## src/rtl/mtx_wrseq.sv

```systemverilog
// ---------------------------------------------------------------------------
// mtx_wrseq -- matrix result write sequencer
//
// Takes 32-bit accumulator results from the systolic multiply unit over a
// valid/ready handshake and writes each one to local RAM through a req/ack
// port. Addresses start at a loaded base and advance by 4 bytes (row-major)
// or by 4*width bytes (column-major). A one-cycle done pulse marks the end of
// the programmed element count.
//
// Ports
//   clk, reset         clock; synchronous active-high reset
//   start              1-cycle pulse in IDLE: load base/width/colmaj/count
//   base [ADDR_W]      start byte address (bits [1:0] forced to 0)
//   width [4]          matrix width in elements, 0 means 16
//   colmaj             1 = column-major stride, 0 = row-major stride
//   count [CNT_W]      number of results to write, 0 = none
//   in_valid/in_data   result stream input
//   in_ready           sequencer accepts a result this cycle
//   wr_req/wr_addr/wr_data/wr_ack   local RAM write port (req held to ack)
//   busy               high whenever not IDLE
//   done               1-cycle pulse when the sequence completes
// ---------------------------------------------------------------------------
module mtx_wrseq #(
    parameter int ADDR_W = 22,
    parameter int DATA_W = 32,
    parameter int CNT_W  = 6
) (
    input  logic              clk,
    input  logic              reset,
    input  logic              start,
    input  logic [ADDR_W-1:0] base,
    input  logic [3:0]        width,
    input  logic              colmaj,
    input  logic [CNT_W-1:0]  count,
    input  logic              in_valid,
    input  logic [DATA_W-1:0] in_data,
    output logic              in_ready,
    output logic              wr_req,
    output logic [ADDR_W-1:0] wr_addr,
    output logic [DATA_W-1:0] wr_data,
    input  logic              wr_ack,
    output logic              busy,
    output logic              done
);

    typedef enum logic [1:0] {
        S_IDLE    = 2'd0,
        S_WAIT_IN = 2'd1,
        S_WRITE   = 2'd2,
        S_FIN     = 2'd3
    } state_t;

    state_t              state_q,  state_d;
    logic [ADDR_W-1:0]   addr_q,   addr_d;
    logic [DATA_W-1:0]   data_q,   data_d;
    logic [6:0]          stride_q, stride_d;   // at most 64 bytes
    logic [CNT_W-1:0]    cnt_q,    cnt_d;

    logic [4:0]          width_elems;
    logic [ADDR_W-1:0]   stride_ext;

    // width=0 encodes a 16-element matrix
    assign width_elems = (width == 4'd0) ? 5'd16 : {1'b0, width};
    assign stride_ext  = {{(ADDR_W-7){1'b0}}, stride_q};

    always_comb begin
        state_d  = state_q;
        addr_d   = addr_q;
        data_d   = data_q;
        stride_d = stride_q;
        cnt_d    = cnt_q;

        unique case (state_q)
            S_IDLE: begin
                if (start) begin
                    addr_d   = base & {{(ADDR_W-2){1'b1}}, 2'b00};
                    stride_d = colmaj ? {width_elems, 2'b00} : 7'd4;
                    cnt_d    = count;
                    state_d  = (count == '0) ? S_FIN : S_WAIT_IN;
                end
            end
            S_WAIT_IN: begin
                if (in_valid) begin
                    data_d  = in_data;
                    state_d = S_WRITE;
                end
            end
            S_WRITE: begin
                if (wr_ack) begin
                    // address wraps modulo 2^ADDR_W; no carry kept
                    addr_d = addr_q + stride_ext;
                    if (cnt_q != '0) begin
                        cnt_d = cnt_q - {{(CNT_W-1){1'b0}}, 1'b1};
                    end
                    state_d = (cnt_q <= {{(CNT_W-1){1'b0}}, 1'b1}) ? S_FIN : S_WAIT_IN;
                end
            end
            S_FIN: begin
                state_d = S_IDLE;
            end
            default: begin
                state_d = S_IDLE;
            end
        endcase
    end

    always_ff @(posedge clk) begin
        if (reset) begin
            state_q  <= S_IDLE;
            addr_q   <= '0;
            data_q   <= '0;
            stride_q <= '0;
            cnt_q    <= '0;
        end else begin
            state_q  <= state_d;
            addr_q   <= addr_d;
            data_q   <= data_d;
            stride_q <= stride_d;
            cnt_q    <= cnt_d;
        end
    end

    // Handshake outputs decode from state alone, so in_ready never depends
    // on in_valid and wr_req drops on the same edge that takes the ack.
    assign in_ready = (state_q == S_WAIT_IN);
    assign wr_req   = (state_q == S_WRITE);
    assign busy     = (state_q != S_IDLE);
    assign done     = (state_q == S_FIN);
    assign wr_addr  = addr_q;
    assign wr_data  = data_q;

endmodule

```

## config.mk

```make
export PLATFORM = sky130hd
export DESIGN_NAME = mtx_wrseq
export DESIGN_NICKNAME = d
export VERILOG_FILES = /design/src/rtl/mtx_wrseq.sv
export SDC_FILE = /design/constraint.sdc
export NUM_CORES = 1
export LEC_CHECK = 0
export BUFFER_PORTS_ARGS = -buffer_cell sky130_fd_sc_hd__buf_2
export CORE_MARGIN = 3
export CORE_UTILIZATION = 45
export DETAILED_ROUTE_END_ITERATION = 8
export GPL_ROUTABILITY_DRIVEN = 0
export GPL_TIMING_DRIVEN = 0
export PLACE_DENSITY = 0.75
export SLEW_MARGIN = 40
export SYNTH_ARGS = -nofsm -noshare
export SYNTH_HDL_FRONTEND = slang
export SYNTH_SLANG_ARGS = --single-unit
```

## constraint.sdc

```tcl
create_clock -name clk -period 5.08 [get_ports clk]
set_clock_uncertainty 0.2 [all_clocks]
set_input_delay 0 -clock clk [delete_from_list [all_inputs] [get_ports clk]]
set_output_delay 0 -clock clk [all_outputs]
set_load 0.02 [all_outputs]
```

==> flow_metrics.env, run 1 <==
export IMPL_holdWs_ns=0.04151
export IMPL_root_buffer="clkbuf_8"
export IMPL_place_ws_ns=2.610
export IMPL_layout_setup_ws_ns=2.375
export IMPL_seq_area_frac_synth_pct=39.53
export IMPL_antenna_found_initial=0
export IMPL_ys_types=59
export IMPL_grt_max_degree=13
export IMPL_hold_path_class="input pin to flip-flop"
export IMPL_ys_top_cells_by_count="nand2_1 (89), dfxtp_1 (65), a21oi_1 (48), nor2_1 (28)"
export IMPL_tritoncts="built"
export IMPL_final_nets=704
export IMPL_status="complete, no violations"
export IMPL_hpwl_um=7380
export IMPL_crit_required_ns=5.12
export IMPL_insertion_delay_ns=0.35
export IMPL_route_detailed_drc=0
export IMPL_yosysMostFrequentCell="nand2_1"
export IMPL_final_hold_violation_count=0
export IMPL_die_area_mm2=0.008378
export IMPL_num_rows=30
export IMPL_cts_buffers=9
export IMPL_cp_end_kind="flip-flop"
export IMPL_slew_headroom_pct=57.13
export IMPL_multiInputGateArea_mm2=0.001790
export IMPL_n_fill_cell=525
export IMPL_p_per_area_mw_per_mm2=285.0
export IMPL_post_cts_setup_buffers=0
export IMPL_slew_viol_final=0
export IMPL_io_buffers=122
export IMPL_worstSetupPathType="flip-flop to flip-flop"
export IMPL_tightest_slew_ns=0.6381
export IMPL_initial_core_util_pct=47.41
export IMPL_die_w_um=91.53
export IMPL_rsz0062_at_grt="no"
export IMPL_synth_top_area_share_pct=39.53
export IMPL_ioPinCount=128
export IMPL_syn_area_mm2=0.003292
export IMPL_antenna_cells=0
export IMPL_fmax_mhz=369.7
export IMPL_cp_max_fo=7
export IMPL_synth_area_leader_cell="dfxtp_1"
export IMPL_cap_violations=0
export IMPL_first_global_vias=4040
export IMPL_ys_seq_elements=65
export IMPL_clkSinkCount=65
export IMPL_track_usage_pct=27.95
export IMPL_antenna_left=0
export IMPL_synth_edf_count=0
export IMPL_cts_htree_levels=3
export IMPL_yosys_warnings=0
export IMPL_timing_final_crit_period_ns=2.705
export IMPL_core_mm2=0.006944
export IMPL_grt_ovfl_total=0
export IMPL_grt_pass1_wl_um=18860
export IMPL_vias=3951
export IMPL_syn_avg_cell_area_um2=7.875
export IMPL_synthTopCellsByArea="dfxtp_1 (40%), nand2_1 (10%), a21oi_1 (7.3%)"
export IMPL_min_period_over_period_pct=53.24
export IMPL_seq_area_mm2=0.001301
export IMPL_worstSetupStartpointType="flip-flop"
export IMPL_ctsResizeCount=0
export IMPL_leakage_nw=2.159
export IMPL_setup_violations=0
export IMPL_drtIter0Drc=218
export IMPL_wl_um=11640
export IMPL_via_per_inst=5.435
export IMPL_setup_tns_ns=0
export IMPL_netlist_instances=418
export IMPL_drive_gt1_share_pct=26.78
export IMPL_clk_pin_slew_ns=0.08
export IMPL_area_growth_pct=50.63
export IMPL_synth_ff_type="dfxtp_1"
export IMPL_wl_per_cell_um=16.01
export IMPL_ir_drop_mv=0.1569
export IMPL_holdBufCountCts=74
export IMPL_die_h_um=91.53
export IMPL_firstDrtPassIters=4
export IMPL_arrival_ns=2.74
export IMPL_async_flop_share_pct=0
export IMPL_clockBufferDepth=2
==> cell usage in the layout, fill, tap and decap left out, types with 4 or more instances in the layout <==
cell             n
a21oi_1         48
buf_4            6
o21ai_0         13
buf_2          129
nand2_1         89
a211oi_1         8
mux2i_1          4
and3_1           6
clkbuf_8        11
nor3_1          14
a311oi_1         4
nor2b_1          5
nand4_1          7
inv_1           12
nand3_1         12
dfxtp_1         65
o221ai_1         4
clkbuf_1        14
nor2_1          28
o21ai_1          4
dlygate4sd3_1   74
ha_1             7
==> area by class of cell <==
type,instances,share of cell area (%)
tap,96,2.422
sequential,65,26.24
inverter,13,0.9841
clock inverter,5,0.8075
buffer,29,3.129
timing repair buffer,196,27.25
clock buffer,11,3.053
multi-input combinational,312,36.11
==> state kept, by name, summed over array words and instances (netlist names) <==
register and flops:
cnt_q 6, state_q 2, stride_q 5, wr_addr 20
wr_data 32
==> power breakdown <==
group	switching (mW)	total [mW]	internal, mW
logic	0.227	0.400	0.173
clock network	0.218	0.423	0.205
registers	0.0384	0.590	0.551
total	0.483	1.41	0.930
==> cells by family after synthesis <==
kind of cell	count (synthesis)	synth area share (%)
mux	5	1.634
compound gates	111	22.77
simple gates	185	26.23
buf+inv	42	6.195
flops	65	39.53
other cells	1	0.1139
xor+xnor	1	0.2661
fa+ha+maj	8	3.269
==> per-layer routing <==
layer	vias up	GRT usage (%)	routed length, um
met5	-	0	0
met4	0	11.43	262
met3	25	6.628	932
met2	191	49.18	5819
met1	1843	32.23	4625
li1	1892	-	-
==> worst max-delay path, stage by stage (launching register included) <==
cell           delay, ns
dfxtp_1             0.35
ha_1                0.35
o21ai_0             0.15
o21ai_2             0.25
o21a_1              0.33
nor3b_1             0.29
nor4_1              0.08
dlygate4sd3_1       0.58
==> metrics by stage <==
| step | power, mW | util (%) | area (um^2) | std cells |
|---|---|---|---|---|
| global placement | 0.9340 | 57.98 | 4026 | 637 |
| detailed placement | 0.9421 | 57.98 | 4026 | 637 |
| CTS | 1.403 | 71.41 | 4959 | 727 |
| global route | 1.478 | 71.41 | 4959 | 727 |
| finish | 1.413 | 71.41 | 4959 | 727 |
| floorplan | 0.8233 | - | 3296 | 419 |
==> worst paths after layout <==
kind                from     endpoint  slack [ns]  cells after the start
max           wr_addr[5]  wr_addr[13]        2.38                      7
min                start   wr_addr[5]        0.04                      4
max reg2reg   wr_addr[5]  wr_addr[13]        2.38                      7
min reg2reg  wr_data[12]  wr_data[12]        0.26                      2
Power figures use the tool's default switching activity.
==> inputs of run 2 (changes only) <==
--- a/config.mk
+++ b/config.mk
@@ -5,13 +5,14 @@
 export SDC_FILE = /design/constraint.sdc
 export NUM_CORES = 1
 export LEC_CHECK = 0
+export ABC_AREA = 1
 export BUFFER_PORTS_ARGS = -buffer_cell sky130_fd_sc_hd__buf_2
 export CORE_MARGIN = 3
 export CORE_UTILIZATION = 45
 export DETAILED_ROUTE_END_ITERATION = 8
 export GPL_ROUTABILITY_DRIVEN = 0
 export GPL_TIMING_DRIVEN = 0
-export PLACE_DENSITY = 0.75
+export PLACE_DENSITY = 0.77
 export SLEW_MARGIN = 40
 export SYNTH_ARGS = -nofsm -noshare
 export SYNTH_HDL_FRONTEND = slang
==> constraint.sdc (replaced) <==
create_clock -name clk -period 2.4 [get_ports clk]
set_clock_uncertainty 0.2 [all_clocks]
set_input_delay 0 -clock clk [delete_from_list [all_inputs] [get_ports clk]]
set_output_delay 0 -clock clk [all_outputs]
set_load 0.02 [all_outputs]
==> run 2 against run 1 <==
Compared with the run above:
- global-route usage increased by 0.17 points
- highest routed layer unchanged
- die area increased by 5.8%
- via count increased by 12%
- synthesized cell count increased by 24%
- largest cell class unchanged
- sequential power increased by 120%
- final cell count increased by 17%
- count of clock-buffer cells in the layout decreased by 2
- largest power group unchanged
- non-clock buffer count increased by 14
==> flow_metrics.env, run 2 <==
export IMPL_status="complete, no violations"
export IMPL_hold_path_class="input pin to flip-flop"
export IMPL_p_per_area_mw_per_mm2=658.0
export IMPL_antenna_left=0
export IMPL_clkSinkCount=65
export IMPL_largest_reg_flops=32
export IMPL_holdWs_ns=0.2581
export IMPL_final_hold_violation_count=0
export IMPL_grt_pass1_wl_um=19600
export IMPL_first_global_vias=4300
export IMPL_setup_violations=0
export IMPL_slew_headroom_pct=48.77
export IMPL_die_w_um=94.13
export IMPL_antenna_found_initial=0
export IMPL_ioPinCount=128
export IMPL_ys_seq_elements=65
export IMPL_seq_area_frac_synth_pct=37.24
export IMPL_fin_area_mm2=0.005363
export IMPL_yosys_warnings=0
export IMPL_crit_required_ns=2.51
export IMPL_synthTopCellsByArea="dfxtp_1 (37%), nand2_1 (14%), nand3_1 (9.0%)"
export IMPL_cts_buffers=9
export IMPL_slew_viol_final=0
export IMPL_async_flop_share_pct=0
export IMPL_cts_htree_levels=3
export IMPL_ys_top_cells_by_count="nand2_1 (128), dfxtp_1 (65), nand3_1 (63), nor2_1 (62), a21oi_1 (56)"
export IMPL_fmax_mhz=432.7
export IMPL_initial_core_util_pct=47.17
export IMPL_cp_end_kind="flip-flop"
export IMPL_place_ws_ns=0.2071
export IMPL_syn_avg_cell_area_um2=6.733
export IMPL_place_area_mm2=0.004228
export IMPL_final_nets=820
export IMPL_arrival_ns=2.42
export IMPL_area_growth_pct=53.45
export IMPL_clockBufferDepth=2
export IMPL_via_per_inst=5.235
export IMPL_netlist_instances=519
export IMPL_final_common_cell="buf_2"
export IMPL_rsz0062_at_grt="no"
export IMPL_wl_um=12540
export IMPL_cp_top_family="buffers and inverters"
export IMPL_clk_pin_slew_ns=0.09
export IMPL_root_buffer="clkbuf_8"
export IMPL_timing_final_crit_period_ns=2.311
export IMPL_tritoncts="built"
export IMPL_firstDrtPassIters=5
export IMPL_leakage_nw=2.473
export IMPL_die_area_mm2=0.008860
export IMPL_min_period_over_period_pct=96.30
export IMPL_layout_setup_ws_ns=0.08871
export IMPL_die_h_um=94.13
export IMPL_slowest_stage="dlygate4sd3_1"
export IMPL_drive_gt1_share_pct=23.83
export IMPL_n_fill_cell=552
export IMPL_finalNonFillerCells=847
export IMPL_io_buffers=121
export IMPL_track_usage_pct=28.12
export IMPL_cp_max_fo=10
export IMPL_worstSetupStartpointType="flip-flop"
export IMPL_ys_types=37
export IMPL_synth_edf_count=0
export IMPL_worstSetupPathType="flip-flop to flip-flop"
export IMPL_hpwl_um=7737
export IMPL_synth_top_area_share_pct=37.24
export IMPL_num_rows=31
export IMPL_core_mm2=0.007408
export IMPL_wl_per_cell_um=14.81
export IMPL_total_power_mw=3.529
export IMPL_route_detailed_drc=0
export IMPL_synth_area_leader_cell="dfxtp_1"
export IMPL_syn_area_mm2=0.003495
export IMPL_insertion_delay_ns=0.36
export IMPL_vias=4434
export IMPL_path_buf_inv=3
export IMPL_path_cells="buf_2 > nor2_4 > nand2_1 > buf_2 > nand2_1 > a21oi_1 > dlygate4sd3_1"
export IMPL_ir_drop_mv=0.4586
export IMPL_synth_ff_type="dfxtp_1"
export IMPL_grt_ovfl_total=0
export IMPL_rrSetupSlack_ns=0.09
export IMPL_drtIter0Drc=259
export IMPL_tightest_slew_ns=0.7685
export IMPL_cap_violations=0
export IMPL_yosysMostFrequentCell="nand2_1"
export IMPL_setup_tns_ns=0
export IMPL_grt_max_degree=14
export IMPL_most_common_layout_cells="buf_2 (130), nand2_1 (128), dlygate4sd3_1 (87), dfxtp_1 (65), nand3_1 (63)"
export IMPL_final_util_pct=72.39
export IMPL_place_inst=740
export IMPL_slowest_delay_ns=0.56
-- run 2: changes by cell type in the layout (fill, tap and decap cells not counted), moves of 8 or more --
cell	delta
dlygate4sd3_1	+13
o21ai_0	+12
inv_1	+23
nand3_1	+51
a21oi_2	+9
a21oi_1	+8
nor2_1	+34
nor3_1	-11
nand2_1	+39
-- run 2: worst paths after layout --
path | startpoint | endpoint | depth (start not counted)
hold reg to reg | wr_data[4] | wr_data[4] | 2
setup / recovery | state_q[1] | wr_data[20] | 7
hold / removal | in_data[5] | wr_data[5] | 4
setup reg to reg | state_q[1] | wr_data[20] | 7
-- run 2: power by group --
group          total (mW)  switching, mW  internal (mW)
clock                1.09          0.496          0.593
combinational        1.14          0.669          0.470
sequential           1.30          0.109           1.19
total                3.53           1.27           2.26
-- run 2: worst min-delay path, cell delays in order --
cell	delay, ns
dlygate4sd3_1	0.53
buf_2	0.12
nand3_1	0.07
a21oi_1	0.06
-- run 2: cells by family (layout without fill, tap and decap cells) --
logic type	count (synthesis)	after routing	share of synthesized area, %
AOI/OAI and AO/OA	105	105	17.08
xor gates and xnor gates	4	4	1.002
adders and majority gates	8	8	3.079
other	1	3	0.1073
and+or+nand+nor	269	269	32.90
DFF	65	65	37.24
buffers and inverters	67	294	8.593
-- run 2: cell type report --
cell class | instances | area, um^2 | share of cell area, %
Buffer | 28 | 153.9 | 2.870
Clock inverter | 7 | 102.6 | 1.913
Tap cell | 99 | 123.9 | 2.310
Clock buffer | 9 | 123.9 | 2.310
Sequential cell | 65 | 1301 | 24.27
Multi-Input combinational cell | 388 | 1907 | 35.56
Timing Repair Buffer | 211 | 1499 | 27.95
Inverter | 39 | 148.9 | 2.776
Antenna cell | 1 | 2.502 | 0.04666
-- run 2: timing repair --
| action | in CTS | in global routing |
|---|---|---|
| setup endpoints to repair | 0 | 13 |
| hold buffers | 88 | 0 |
| resized for setup | 0 | 5 |
| buffers inserted | 0 | 3 |
| hold endpoints to repair | 65 | 0 |
-- run 2: metal layers --
layer | wire length [um] | up-vias | GRT usage (%)
met4 | 392 | 0 | 13.48
met1 | 4939 | 2013 | 32.26
li1 | - | 2159 | -
met3 | 1004 | 38 | 6.010
met5 | 0 | - | 0
met2 | 6208 | 224 | 49.26
==> inputs of run 3 (changes only) <==
==> constraint.sdc (replaced) <==
create_clock -name clk -period 2.4 [get_ports clk]
set_clock_uncertainty 0.2 [all_clocks]
set_input_delay 0.12 -clock clk [delete_from_list [all_inputs] [get_ports clk]]
set_output_delay 0.12 -clock clk [all_outputs]
set_load 0.02 [all_outputs]
==> run 3 against run 2 <==
Compared with the run above:
- core utilization is 3.1 points lower
- via count is 2.6% lower
- count of clock-buffer cells in the layout stayed put
- largest power group unchanged
- sequential share of layout area is 1.1 points higher
==> flow_metrics.env, run 3 (synthesis gave the netlist of run 2 again) <==
export IMPL_arrival_ns=2.21
export IMPL_grt_max_degree=14
export IMPL_place_ws_ns=0.2071
export IMPL_swShare_pct=36.08
export IMPL_path_buf_inv=2
export IMPL_clkSinkCount=65
export IMPL_ir_drop_mv=0.4124
export IMPL_tritoncts="built"
export IMPL_leakage_nw=2.361
export IMPL_cp_end_kind="flip-flop"
export IMPL_fmax_mhz=457.7
export IMPL_worstSetupStartpointType="flip-flop"
export IMPL_final_nets=797
export IMPL_grt_pass1_wl_um=18700
export IMPL_antenna_left=0
export IMPL_final_hold_violation_count=0
export IMPL_p_sw_mw=1.244
export IMPL_core_mm2=0.007408
export IMPL_layout_setup_ws_ns=0.2153
export IMPL_wl_per_cell_um=14.38
export IMPL_cts_htree_levels=3
export IMPL_combPwrFrac_pct=30.8
export IMPL_firstDrtPassIters=5
export IMPL_insertion_delay_ns=0.36
export IMPL_clock_power_share_pct=31.5
export IMPL_fin_area_mm2=0.005132
export IMPL_cp_top_family="simple AND/OR/NAND/NOR gates"
export IMPL_cp_max_fo=7
export IMPL_multiInputGateArea_mm2=0.001902
export IMPL_track_usage_pct=26.56
export IMPL_setup_tns_ns=0
export IMPL_status="complete, no violations"
export IMPL_slew_headroom_pct=48.96
export IMPL_finalNonFillerCells=824
export IMPL_grt_ovfl_total=0
export IMPL_vias=4320
export IMPL_cap_violations=0
export IMPL_crit_required_ns=2.42
export IMPL_via_per_inst=5.243
export IMPL_first_global_vias=4178
export IMPL_path_cells="ha_1 > inv_1 > fa_1 > inv_1 > nand2_1 > nand3_1 > nand3_1 > nand2_1 > nand3_1 > nand2_1 > a21oi_2"
export IMPL_slew_viol_final=0
export IMPL_final_common_cell="buf_2"
export IMPL_die_area_mm2=0.008860
export IMPL_wl_um=11850
export IMPL_seq_area_mm2=0.001301
export IMPL_num_rows=31
export IMPL_area_growth_pct=46.87
export IMPL_largest_reg_flops=32
export IMPL_place_inst=740
export IMPL_die_w_um=94.13
export IMPL_tightest_slew_ns=0.7657
export IMPL_route_detailed_drc=0
export IMPL_clk_pin_slew_ns=0.08
export IMPL_slowest_stage="dfxtp_1"
export IMPL_min_period_over_period_pct=91.03
export IMPL_hold_path_class="input pin to flip-flop"
export IMPL_rsz0062_at_grt="no"
export IMPL_drtIter0Drc=227
export IMPL_antenna_found_initial=0
export IMPL_io_buffers=121
export IMPL_root_buffer="clkbuf_8"
export IMPL_clockBufferDepth=2
export IMPL_initial_core_util_pct=47.17
export IMPL_drive_gt1_share_pct=24.03
export IMPL_worstSetupPathType="flip-flop to flip-flop"
export IMPL_die_h_um=94.13
export IMPL_n_fill_cell=603
export IMPL_p_int_mw=2.203
export IMPL_cts_buffers=9
export IMPL_slowest_delay_ns=0.36
export IMPL_timing_final_crit_period_ns=2.185
export IMPL_setup_violations=0
export IMPL_most_common_layout_cells="buf_2 (130), nand2_1 (128), dlygate4sd3_1 (67), dfxtp_1 (65)"
export IMPL_ioPinCount=128
export IMPL_total_power_mw=3.447
export IMPL_p_per_area_mw_per_mm2=671.6
export IMPL_seqPwrFrac_pct=37.7
export IMPL_place_area_mm2=0.004228
export IMPL_hpwl_um=7737
[run 3: final cells by class]
cell class	instances	share of cell area, %
Multi-Input combinational cell	388	37.06
Tap cell	99	2.413
Timing Repair Buffer	188	24.87
Clock buffer	9	2.413
Sequential cell	65	25.35
Inverter	39	2.852
Antenna cell	1	0.04876
Clock inverter	7	1.999
Buffer	28	2.999
[run 3: metrics by stage]
step           hold slack, ns  util [%]
6_report             0.001426     69.28
5_1_grt               0.04670     69.25
4_1_cts              0.005679     69.18
3_5_place_dp           0.1730     57.07
3_3_place_gp           0.1662     57.07
2_1_floorplan         0.06596         -
[run 3: power by group through the flow]
stage | Sequential, mW | Clock (mW) | Combinational [mW]
floorplan | 1.41 | 0 | 0.557
global placement | 1.32 | 0 | 0.926
detailed placement | 1.32 | 0 | 0.945
CTS | 1.30 | 1.08 | 1.04
global route | 1.31 | 1.14 | 1.16
finish | 1.30 | 1.08 | 1.06
[run 3: what timing repair did]
item / in CTS / in global routing
buffers inserted: 0 / 0
endpoints found under the setup margin: 0 / 1
resized for setup: 0 / 1
hold buffers: 67 / 0
hold endpoints to repair: 61 / 0
[run 3: final timing paths]
kind / from / slack [ns] / endpoint / depth (start not counted)
max reg2reg: wr_addr[2] / 0.22 / wr_addr[20] / 11
max: wr_addr[2] / 0.22 / wr_addr[20] / 11
min reg2reg: wr_data[29] / 0.26 / wr_data[29] / 2
min: base[11] / 0.001 / wr_addr[11] / 5
[run 3: worst min-delay path, cell delays in order]
cell and delay, ns:
buf_2 0.07, nor2_1 0.05, o21ai_2 0.12, nand2_1 0.04, a21oi_1 0.12
[run 3: layer usage]
layer  vias to the layer above  global-route usage, %  share of wire (%)
met4                         0                  10.71                3.0
li1                       2109                      -                  -
met5                         -                      0                  0
met2                       193                  46.54                 48
met3                        49                  7.372                7.9
met1                      1969                  30.24                 41
